==> src/rtl/mux4to1_pkg.sv <==
// Shared select encodings for the 4:1 selector family.
// Every code maps to a real source, so decoders need no illegal-code branch.
package mux4to1_pkg;

  typedef logic [1:0] sel_t;

  localparam sel_t SEL_IN1 = 2'b00;
  localparam sel_t SEL_IN2 = 2'b01;
  localparam sel_t SEL_IN3 = 2'b10;
  localparam sel_t SEL_IN4 = 2'b11;

endpackage

==> src/rtl/mux4to1_comb.sv <==
// Combinational 4:1 word select.
// Feeds both the bypass output and the output register of mux4to1_reg.
module mux4to1_comb
  import mux4to1_pkg::*;
#(
  parameter int WIDTH = 32
) (
  input  logic [WIDTH-1:0] in1,
  input  logic [WIDTH-1:0] in2,
  input  logic [WIDTH-1:0] in3,
  input  logic [WIDTH-1:0] in4,
  input  sel_t             sel,
  output logic [WIDTH-1:0] out
);

  // The default assignment only keeps the block latch-free; all four codes are decoded.
  always_comb begin
    out = in1;
    unique case (sel)
      SEL_IN1: out = in1;
      SEL_IN2: out = in2;
      SEL_IN3: out = in3;
      SEL_IN4: out = in4;
    endcase
  end

endmodule

==> src/rtl/mux4to1_reg.sv <==
// 4-input WIDTH-bit selector with a one-cycle registered output and a zero-latency bypass.
// out and out_sel hold across idle cycles; only out_valid drops.
module mux4to1_reg
  import mux4to1_pkg::*;
#(
  parameter int WIDTH = 32
) (
  input  logic             clk,
  input  logic             rst,
  input  logic [WIDTH-1:0] in1,
  input  logic [WIDTH-1:0] in2,
  input  logic [WIDTH-1:0] in3,
  input  logic [WIDTH-1:0] in4,
  input  sel_t             sel,
  input  logic             in_valid,
  output logic [WIDTH-1:0] out,
  output logic             out_valid,
  output sel_t             out_sel,
  output logic [WIDTH-1:0] out_comb
);

  mux4to1_comb #(
    .WIDTH(WIDTH)
  ) u_select (
    .in1(in1),
    .in2(in2),
    .in3(in3),
    .in4(in4),
    .sel(sel),
    .out(out_comb)
  );

  // Reset wins over in_valid, so an in-flight word is dropped on a reset edge.
  always_ff @(posedge clk) begin
    if (rst) begin
      out       <= '0;
      out_sel   <= SEL_IN1;
      out_valid <= 1'b0;
    end else if (in_valid) begin
      out       <= out_comb;
      out_sel   <= sel;
      out_valid <= 1'b1;
    end else begin
      out_valid <= 1'b0;
    end
  end

endmodule

==> config.mk <==
export PLATFORM = sky130hd
export DESIGN_NAME = mux4to1_reg
export DESIGN_NICKNAME = d
export VERILOG_FILES = /design/src/rtl/mux4to1_pkg.sv /design/src/rtl/mux4to1_comb.sv /design/src/rtl/mux4to1_reg.sv
export SDC_FILE = /design/constraint.sdc
export NUM_CORES = 1
export LEC_CHECK = 0
export ABC_AREA = 1
export BUFFER_PORTS_ARGS = -buffer_cell sky130_fd_sc_hd__buf_2
export CAP_MARGIN = 20
export CELL_PAD_IN_SITES_DETAIL_PLACEMENT = 0
export CELL_PAD_IN_SITES_GLOBAL_PLACEMENT = 1
export CORE_MARGIN = 2
export CORE_UTILIZATION = 24
export CTS_CLUSTER_DIAMETER = 50
export DETAILED_ROUTE_END_ITERATION = 6
export PLACE_DENSITY = 0.89
export SLEW_MARGIN = 40
export SYNTH_ARGS = -nofsm -noshare
export SYNTH_HDL_FRONTEND = slang
export SYNTH_SLANG_ARGS = --single-unit
==> constraint.sdc <==
create_clock -name clk -period 1.6 [get_ports clk]
set_input_delay 0.4 -clock clk [delete_from_list [all_inputs] [get_ports clk]]
set_output_delay 0.4 -clock clk [all_outputs]
set_load 0.02 [all_outputs]
==> results of run 1 <==
## layout make-up
class | count | share of cell area
clock buffer | 8 | 0.01938
inverter | 75 | 0.05935
multi-input combinational | 345 | 0.3391
sequential | 35 | 0.1357
tap | 136 | 0.03295
timing repair buffer | 294 | 0.4135
## layout by cell type (no fill, tap or decap)
cell type	count
buf_4	73
clkbuf_16	2
nand3_2	26
o21ai_0	9
inv_1	67
clkbuf_1	1
a21oi_1	6
nor2_2	28
nand2_1	112
buf_12	13
nand2_2	23
nor2_1	69
a21oi_2	3
buf_16	2
dfxtp_1	35
clkinv_8	2
buf_8	2
nor2_4	5
nand2_8	1
buf_6	29
buf_2	173
nand3_1	63
clkbuf_8	7
inv_2	6
## power breakdown
group | internal [mW] | switching (mW) | total, mW
Combinational | 0.743 | 0.762 | 1.51
Clock | 0.393 | 0.324 | 0.718
Sequential | 0.939 | 0.0297 | 0.968
## routing by layer
layer  part of all wire  GRT usage  routed length [µm]
met1               0.42     0.2107                4706
met2               0.49     0.3019                5481
met3              0.066    0.03935                 730
met4              0.016    0.04212                 183
met5                  0          0                   0
## sequential cells by signal (all words and copies together) (netlist names)
| register | flops |
|---|---|
| out_valid | 1 |
| out_sel | 2 |
| out | 32 |
## final timing paths
kind	from	end	slack (ns)	cells past startpoint
max	sel[0]	out_comb[2]	-0.04	9
min	in1[17]	out[17]$_SDFFE_PP0P_	0.43	5
max reg2reg	out[27]$_SDFFE_PP0P_	out[27]$_SDFFE_PP0P_	0.93	2
min reg2reg	out[28]$_SDFFE_PP0P_	out[28]$_SDFFE_PP0P_	0.53	2
## worst max-delay path: cells and delay by family
kind	cells	cell delay, ns
buffers and inverters	6	0.62
AND/OR/NAND/NOR	3	0.22
## logic make-up (layout without fill, tap and decap cells)
group                  count (synthesis)  count (layout)
DFF                                   35              35
buffers and inverters                105             377
and+or+nand+nor                      327             327
AOI/OAI and AO/OA                     18              18
## synthesized netlist by cell type (all sizes together)
library cell  instances
dfxtp                35
a21oi                 9
nand3                89
nand2               136
buf                  22
o21ai                 9
nor2                102
clkbuf                8
inv                  75
## metrics by stage
step	total power, mW	hold WS [ns]	std cells	util	instance area [µm²]
2_1_floorplan	1.584	0.5944	485	-	2582
3_3_place_gp	2.108	0.5066	844	0.3976	4123
3_5_place_dp	2.112	0.5124	844	0.3976	4123
4_1_cts	3.042	0.4180	888	0.4486	4652
5_1_grt	3.406	0.4561	893	0.4981	5165
6_report	3.191	0.4314	893	0.4981	5165
## timing repair
action	in CTS	in global routing
gates cloned	1	2
pin swaps	23	51
gates resized for setup	43	133
setup buffers	35	3
endpoints found under the setup margin	32	37
==> run_results.csv, run 1 <==
group,metric,value,unit
sta,final.setup_skew,0,ns
logic_synthesis,yosys.area_share.simple,0.5223,
clock_tree,clk_latency,0.28,ns
logic_synthesis,synth.area.mux_share,0,
route,drt-total-wl,11100,µm
floorplanning,die-area,11610,µm²
logic_synthesis,ys_ff_latch,35,
sta,period_share,1.024,
global_route,grt_max_degree,45,
placement,place_hpwl,7700,µm
run_status,status,"finished, violations left",
worst_setup_path,start_kind,"primary input",
logic_synthesis,syn_area_per_cell,5.325,µm²
logic_synthesis,synth_warnings,0,
sta,hold_violations,0,
clock_tree,cts_buffer_depth,2,
worst_setup_path,slowest_stage,"buf_12",
worst_setup_path,worstPathCellList,"buf_12 -> clkinv_8 -> buf_12 -> buf_12 -> nand2_2 -> nand3_2 -> nand2_2 -> inv_2 -> buf_6",
sta,fmax,610.6,MHz
route,routedWlPerCell,12.43,µm
global_route,antenna_found_initial,0,
sta,timing.final.crit_period,1.638,ns
placement,io_buffers,199,
power_and_ir_drop,p_leak,3.074,nW
route,drc_errors,0,
logic_synthesis,synth_top_area_frac,0.2713,
logic_synthesis,syn_inst,485,
floorplanning,dieWidth,107.7,µm
layout,multi_input_area,1752,µm²
worst_setup_path,cpPeakStageDelay,0.13,ns
logic_synthesis,synth_compound_area_frac,0.03488,
logic_synthesis,synth_top_family_by_area,"simple AND/OR/NAND/NOR gates",
worst_setup_path,cpMostUsedCell,"buf_12",
clock_tree,cts_root_buf,"clkbuf_8",
sta,max_slew.worst_pin.slew,0.3195,ns
clock_tree,cts_hold_buf,0,
logic_synthesis,synthAdderAreaFrac,0,
floorplanning,initial_utilization,0.2490,
global_route,grt_overflow_total,0,
route,avgViaCountPerCell,4.305,
sta,setup_viol,14,
logic_synthesis,ys_top_cells_by_area,"dfxtp_1 (27%), nand2_1 (20%), nand3_1 (17%)",
placement,place_worst_setup_slack,-0.1834,ns
logic_synthesis,synthXorXnorAreaFrac,0,
sta,setup_slack,-0.03782,ns
min_path,min-delay-path-class,"in2reg",
logic_synthesis,synthesis.area,2582,µm²
clock_tree,cts_tree,"built",
sta,finalSetupTns,-0.1539,ns
placement,gp_congestion,0.8449,
logic_synthesis,yosys.area.top_type,"dfxtp_1",
layout,diodes,0,
sta,rsz0062_at_grt,"yes",
layout,fin_nets,889,
worst_setup_path,critical_path_class,"in2out",
layout,regArea,700.7,µm²
route,drt_iter0_markers,154,
clock_tree,cts_buffers,5,
global_route,grt_usage,0.1718,
floorplanning,core,10370,µm²
global_route,grt_pass1_vias,3434,
logic_synthesis,synth_nets,618,
route,ant_nets,0,
sta,maxSlewHeadroom,0.7868,
layout,areaGrowthSynthToFinish,100.0,%
floorplanning,die_y,107.7,µm
run_status,violations,"negative setup slack",
layout,layout-drive-gt1-share,0.5218,
route,drt_first_pass_iters,5,
worst_setup_path,crit_fanout,7,
worst_setup_path,end_kind,"output pin",
power_and_ir_drop,power.density,617.8,nW/µm²
logic_synthesis,ys_seq_area_frac,0.2713,
clock_tree,path_clk_slew,0.07,ns
power_and_ir_drop,max-vdd-ir-drop,0.3550,mV
worst_setup_path,timing.critical_path.required,1.20,ns
clock_tree,clock-sinks,35,
global_route,grt_pass1_wl,15930,µm
route,via_count,3844,
floorplanning,rows,37,
job,maxCapViolCount,0,
clock_tree,htreeDepth,2,
worst_setup_path,cp.arrival,1.24,ns
layout,n_fill_cell,1075,
sta,slew_viol_final,0,
floorplanning,pin_count,200,
logic_synthesis,yosys.cell_types.count,15,
No activity file was read; power rests on OpenSTA's default activity.
==> run 2, diff against run 1 <==
- GPL_TIMING_DRIVEN: not set -> 0
==> run_results.csv, run 2 (synthesized netlist as in run 1, its figures left out) <==
group,metric,value,unit
floorplanning,rows,37,
worst_setup_path,start_kind,"primary input",
worst_setup_path,r2r_slack,0.93,ns
placement,place_hpwl,8147,µm
global_route,top_usage_layer,"met2",
global_route,grt_pass1_vias,3505,
run_status,status,"finished, violations left",
global_route,grt_usage,0.1799,
sta,max_slew.worst_pin.slew,0.6273,ns
sta,period_share,1.050,
sta,setup_slack,-0.07925,ns
floorplanning,pin_count,200,
min_path,hold_start,"in1[10]",
route,ant_nets,0,
power_and_ir_drop,pwr-share-comb,0.481,
worst_setup_path,crit_fanout,10,
route,drc_errors,0,
sta,timing.final.crit_period,1.679,ns
global_route,antenna_found_initial,0,
sta,hold_violations,0,
clock_tree,cts_buffer_depth,2,
route,drt_first_pass_iters,4,
floorplanning,die_y,107.7,µm
global_route,grt_overflow_total,0,
layout,areaGrowthSynthToFinish,92.01,%
power_and_ir_drop,switching_share,0.3624,
clock_tree,cts_buffers,5,
worst_setup_path,r2r_cells,4,
power_and_ir_drop,power.density,607.9,nW/µm²
sta,hold_ws,0.4323,ns
worst_setup_path,critical_path_class,"in2out",
floorplanning,core,10370,µm²
worst_setup_path,cp.arrival,1.28,ns
floorplanning,die-area,11610,µm²
sta,slew_viol_final,0,
worst_setup_path,timing.critical_path.required,1.20,ns
clock_tree,cts_hold_buf,0,
clock_tree,htreeDepth,2,
clock_tree,path_clk_slew,0.07,ns
placement,gp_congestion,0.8087,
global_route,grt_max_degree,11,
floorplanning,initial_utilization,0.2490,
power_and_ir_drop,pwr-share-seq,0.321,
worst_setup_path,end_kind,"output pin",
power_and_ir_drop,pwr-share-clk,0.197,
clock_tree,clock-sinks,35,
global_route,met1_usage,0.2211,
layout,multi_input_area,1785,µm²
global_route,globalRouteMet2Util,0.3149,
min_path,min_to,"out[10]$_SDFFE_PP0P_",
layout,top_regs,"out: 32 flops, out_sel: 2 flops, out_valid: 1 flops",
job,maxCapViolCount,0,
sta,maxSlewHeadroom,0.5818,
layout,layout-drive-gt1-share,0.4925,
worst_setup_path,r2r-start,"out[19]$_SDFFE_PP0P_",
layout,final_cell_mix,"buf_2 (169), nand2_1 (115), nor2_1 (69), inv_1 (68), nand3_1 (60)",
route,via_count,3761,
min_path,hold_depth,5,
layout,largest_register_ffs,32,
min_path,min-delay-path-class,"in2reg",
route,avgViaCountPerCell,4.318,
sta,setup_viol,27,
power_and_ir_drop,p_leak,2.928,nW
route,drt_iter0_markers,183,
sta,fmax,595.5,MHz
sta,rsz0062_at_grt,"yes",
clock_tree,clk_latency,0.28,ns
clock_tree,cts_tree,"built",
layout,regArea,700.7,µm²
route,drt-total-wl,11280,µm
placement,placed_cells,817,
worst_setup_path,crit_start,"sel[1]",
global_route,grt_use_met3,0.04177,
layout,largest_register,"out",
route,routedWlPerCell,12.95,µm
run_status,violations,"negative setup slack",
worst_setup_path,timing.rr.end,"out[19]$_SDFFE_PP0P_",
layout,instances_no_fill,871,
layout,final_common_cell,"buf_2",
clock_tree,cts_root_buf,"clkbuf_8",
layout,diodes,0,
sta,final.setup_skew,0,ns
power_and_ir_drop,p_switching,1.092,mW
power_and_ir_drop,cell_internal_pwr,1.922,mW
floorplanning,dieWidth,107.7,µm
placement,io_buffers,196,
layout,n_fill_cell,1060,
global_route,grt_pass1_wl,16500,µm
power_and_ir_drop,max-vdd-ir-drop,0.3250,mV
layout,fin_nets,869,
[run 2: cell types whose count changed in the layout (fill, tap and decap cells not counted), moves of 3 or more]
cell,previous run,this run
nand2_1,112,115
buf_4,73,44
buf_6,29,32
buf_8,2,10
clkbuf_1,1,8
nand2_2,23,20
buf_2,173,169
nand3_1,63,60
buf_12,13,6
nand3_4,0,4
[run 2: final cells by class]
| class | count | share of cell area |
|---|---|---|
| repair buffers | 244 | 0.3298 |
| plain buffers | 30 | 0.06157 |
| flip-flops and latches | 35 | 0.1413 |
| inverters | 75 | 0.05829 |
| multi-input cells | 345 | 0.3601 |
| clock buffers | 6 | 0.01464 |
| well taps | 136 | 0.03432 |
[run 2: worst max path at each step]
stage	cells past startpoint	endpoint	slack, ns
2_1_floorplan	8	out_comb[27]	0.006
3_3_place_gp	6	out_comb[4]	-0.27
3_5_place_dp	6	out_comb[9]	-0.26
4_1_cts	8	out_comb[15]	-0.07
5_1_grt	8	out_comb[5]	-0.15
6_report	8	out_comb[5]	-0.08
[run 2: power groups by stage]
stage	registers [mW]	clock network, mW	logic [mW]
2_1_floorplan	1.07	0	0.511
3_3_place_gp	0.985	0	1.01
3_5_place_dp	0.988	0	1.01
4_1_cts	0.968	0.631	1.26
5_1_grt	0.977	0.664	1.58
6_report	0.969	0.595	1.45
[run 2: through the flow]
| stage | total power [mW] | setup TNS, ns | cell area (µm²) | utilization | setup WS [ns] |
|---|---|---|---|---|---|
| finish | 3.014 | -0.9854 | 4959 | 0.4782 | -0.07925 |
| global placement | 1.999 | -7.403 | 3734 | 0.3600 | -0.2730 |
| detailed placement | 1.999 | -7.071 | 3734 | 0.3600 | -0.2583 |
| global route | 3.217 | -2.430 | 4959 | 0.4782 | -0.1455 |
| CTS | 2.859 | -1.290 | 4405 | 0.4248 | -0.07051 |
| floorplan | 1.584 | 0 | 2582 | - | 0.006360 |
[run 2: per-layer routing]
| metal | vias up | part of all wire |
|---|---|---|
| met2 | 143 | 0.49 |
| met5 | - | 0 |
| met1 | 1640 | 0.43 |
| li1 | 1966 | - |
| met4 | 0 | 0.013 |
| met3 | 12 | 0.069 |
[run 2: what timing repair did]
action,in CTS,in global routing
buffers inserted,38,6
gates resized for setup,89,122
endpoints found under the setup margin,32,35
gates cloned,1,4
pin swaps,16,65
[run 2: worst max-delay path, cell delays in order]
cell	delay, ns
buf_12	0.12
inv_6	0.10
nand2_8	0.08
buf_8	0.16
nor2_1	0.13
nor2_2	0.05
nand2_1	0.10
buf_6	0.13
==> run 3, diff against run 2 <==
- CORE_UTILIZATION: 24 -> 22
- PLACE_DENSITY: 0.89 -> 0.86
- clock period: 1.6 -> 1.4 ns (I/O delays scaled with it)
==> run_results.csv, run 3 (synthesized netlist as in run 1, its figures left out) <==
group,metric,value,unit
clock_tree,htreeDepth,2,
route,via_count,3745,
clock_tree,cts_buffer_depth,2,
floorplanning,die-area,12620,µm²
clock_tree,cts_hold_buf,0,
placement,place_hpwl,8416,µm
global_route,antenna_found_initial,0,
power_and_ir_drop,p_leak,2.935,nW
layout,final_common_cell,"buf_2",
layout,final_cell_mix,"buf_2 (167), nand2_1 (109), inv_1 (66), nor2_1 (65), nand3_1 (53)",
global_route,grt_max_degree,11,
route,drt_first_pass_iters,4,
layout,top_regs,"out: 32 flops, out_sel: 2 flops, out_valid: 1 flops",
worst_setup_path,start_kind,"primary input",
sta,hold_violations,0,
route,ant_nets,0,
floorplanning,core,11420,µm²
clock_tree,clock-sinks,35,
worst_setup_path,path_buf_inv,4,
placement,gp_congestion,0.8493,
worst_setup_path,timing.critical_path.required,1.05,ns
worst_setup_path,critPathTopFamily,"buffers and inverters",
sta,slew_viol_final,0,
worst_setup_path,worstPathCellList,"buf_12 -> clkbuf_16 -> buf_4 -> nand3_1 -> nand2_1 -> nor2_2 -> nand2_1 -> buf_6",
clock_tree,cts_tree,"built",
layout,diodes,0,
sta,period_share,1.133,
global_route,grt_overflow_total,0,
layout,fin_area,5056,µm²
global_route,grt_pass1_wl,17720,µm
power_and_ir_drop,p_total,3.927,mW
layout,largest_register,"out",
worst_setup_path,cp.arrival,1.24,ns
route,drt-total-wl,11920,µm
layout,fin_nets,854,
worst_setup_path,end_kind,"output pin",
worst_setup_path,critical_path_class,"in2out",
power_and_ir_drop,power.density,776.6,nW/µm²
min_path,min-delay-path-class,"in2reg",
sta,final.setup_skew,0,ns
layout,layout-drive-gt1-share,0.5097,
sta,fmax,630.2,MHz
run_status,violations,"negative setup slack",
layout,largest_register_ffs,32,
placement,io_buffers,196,
global_route,grt_usage,0.1748,
sta,timing.final.crit_period,1.587,ns
worst_setup_path,r2r_slack,0.73,ns
job,maxCapViolCount,0,
run_status,status,"finished, violations left",
layout,areaGrowthSynthToFinish,95.78,%
worst_setup_path,cpPeakStageDelay,0.16,ns
clock_tree,clk_latency,0.27,ns
clock_tree,path_clk_slew,0.05,ns
sta,rsz0062_at_grt,"yes",
worst_setup_path,cpMostUsedCell,"nand2_1",
floorplanning,rows,39,
global_route,grt_pass1_vias,3614,
floorplanning,dieWidth,112.3,µm
worst_setup_path,slowest_stage,"clkbuf_16",
worst_setup_path,crit_fanout,6,
placement,postPlaceCellArea,3755,µm²
route,avgViaCountPerCell,4.329,
clock_tree,cts_buffers,5,
route,routedWlPerCell,13.78,µm
floorplanning,initial_utilization,0.2262,
floorplanning,pin_count,200,
power_and_ir_drop,max-vdd-ir-drop,0.4318,mV
route,drc_errors,0,
sta,maxSlewHeadroom,0.6114,
sta,setup_slack,-0.1869,ns
floorplanning,die_y,112.3,µm
sta,setup_viol,33,
sta,max_slew.worst_pin.slew,0.5829,ns
route,drt_iter0_markers,153,
clock_tree,cts_root_buf,"clkbuf_16",
==> run 3: changes by cell type in the layout (fill, tap and decap cells not counted), moves of 4 or more <==
cell / previous run / this run
buf_4: 44 / 22
nor2_1: 69 / 65
nand2_2: 20 / 25
nand3_2: 25 / 35
buf_6: 32 / 38
nand2_1: 115 / 109
nand3_1: 60 / 53
clkbuf_16: 4 / 8
==> run 3: final timing paths <==
kind	from	endpoint	cells after the start
setup reg to reg	out[17]$_SDFFE_PP0P_	out[17]$_SDFFE_PP0P_	4
hold reg to reg	out[2]$_SDFFE_PP0P_	out[2]$_SDFFE_PP0P_	2
setup / recovery	sel[1]	out_comb[20]	8
hold / removal	in1[26]	out[26]$_SDFFE_PP0P_	5
==> run 3: worst reg2reg max path: stages (launching register included) <==
cell	delay, ns
dfxtp_1	0.31
nor2_1	0.08
nor2_1	0.05
nand2_1	0.09
inv_1	0.04
==> run 3: report_power, final <==
group / switching, mW / internal, mW
Sequential: 0.0360 / 1.07
Combinational: 0.881 / 0.774
Clock: 0.404 / 0.757
Total: 1.32 / 2.61
==> run 3: metal layers <==
metal / share of wire / vias up / GRT usage / routed length (µm)
met1: 0.43 / 1655 / 0.2196 / 5166
met3: 0.062 / 18 / 0.03726 / 745
met5: 0 / - / 0 / 0
met4: 0.020 / 0 / 0.04146 / 240
met2: 0.48 / 137 / 0.3064 / 5771
li1: - / 1935 / - / -
==> run 3: area by class of cell <==
cell class / instances / area [µm²]
Buffer: 30 / 330.3
Tap cell: 143 / 178.9
Fill cell: 1214 / 6362
Sequential cell: 35 / 700.7
Timing Repair Buffer: 229 / 1567
Inverter: 75 / 294.0
Clock buffer: 8 / 156.4
Multi-Input combinational cell: 345 / 1829
==> run 3: timing repair <==
item,4_1_cts,5_1_grt
pin swaps,27,64
cloned,2,3
resized for setup,101,130
endpoints found under the setup margin,32,41
setup buffers,25,3
==> run 3: through the flow <==
step	instances	TNS, ns	worst slack, ns	utilization	hold WS, ns
after floorplan	485	0	0.01099	-	0.5667
after global placement	824	-13.76	-0.4131	0.3288	0.5010
after detailed placement	824	-14.26	-0.3857	0.3288	0.5085
after CTS	859	-4.687	-0.1946	0.3939	0.3891
after global routing	865	-5.775	-0.2206	0.4428	0.4029
final	865	-4.228	-0.1869	0.4428	0.3913
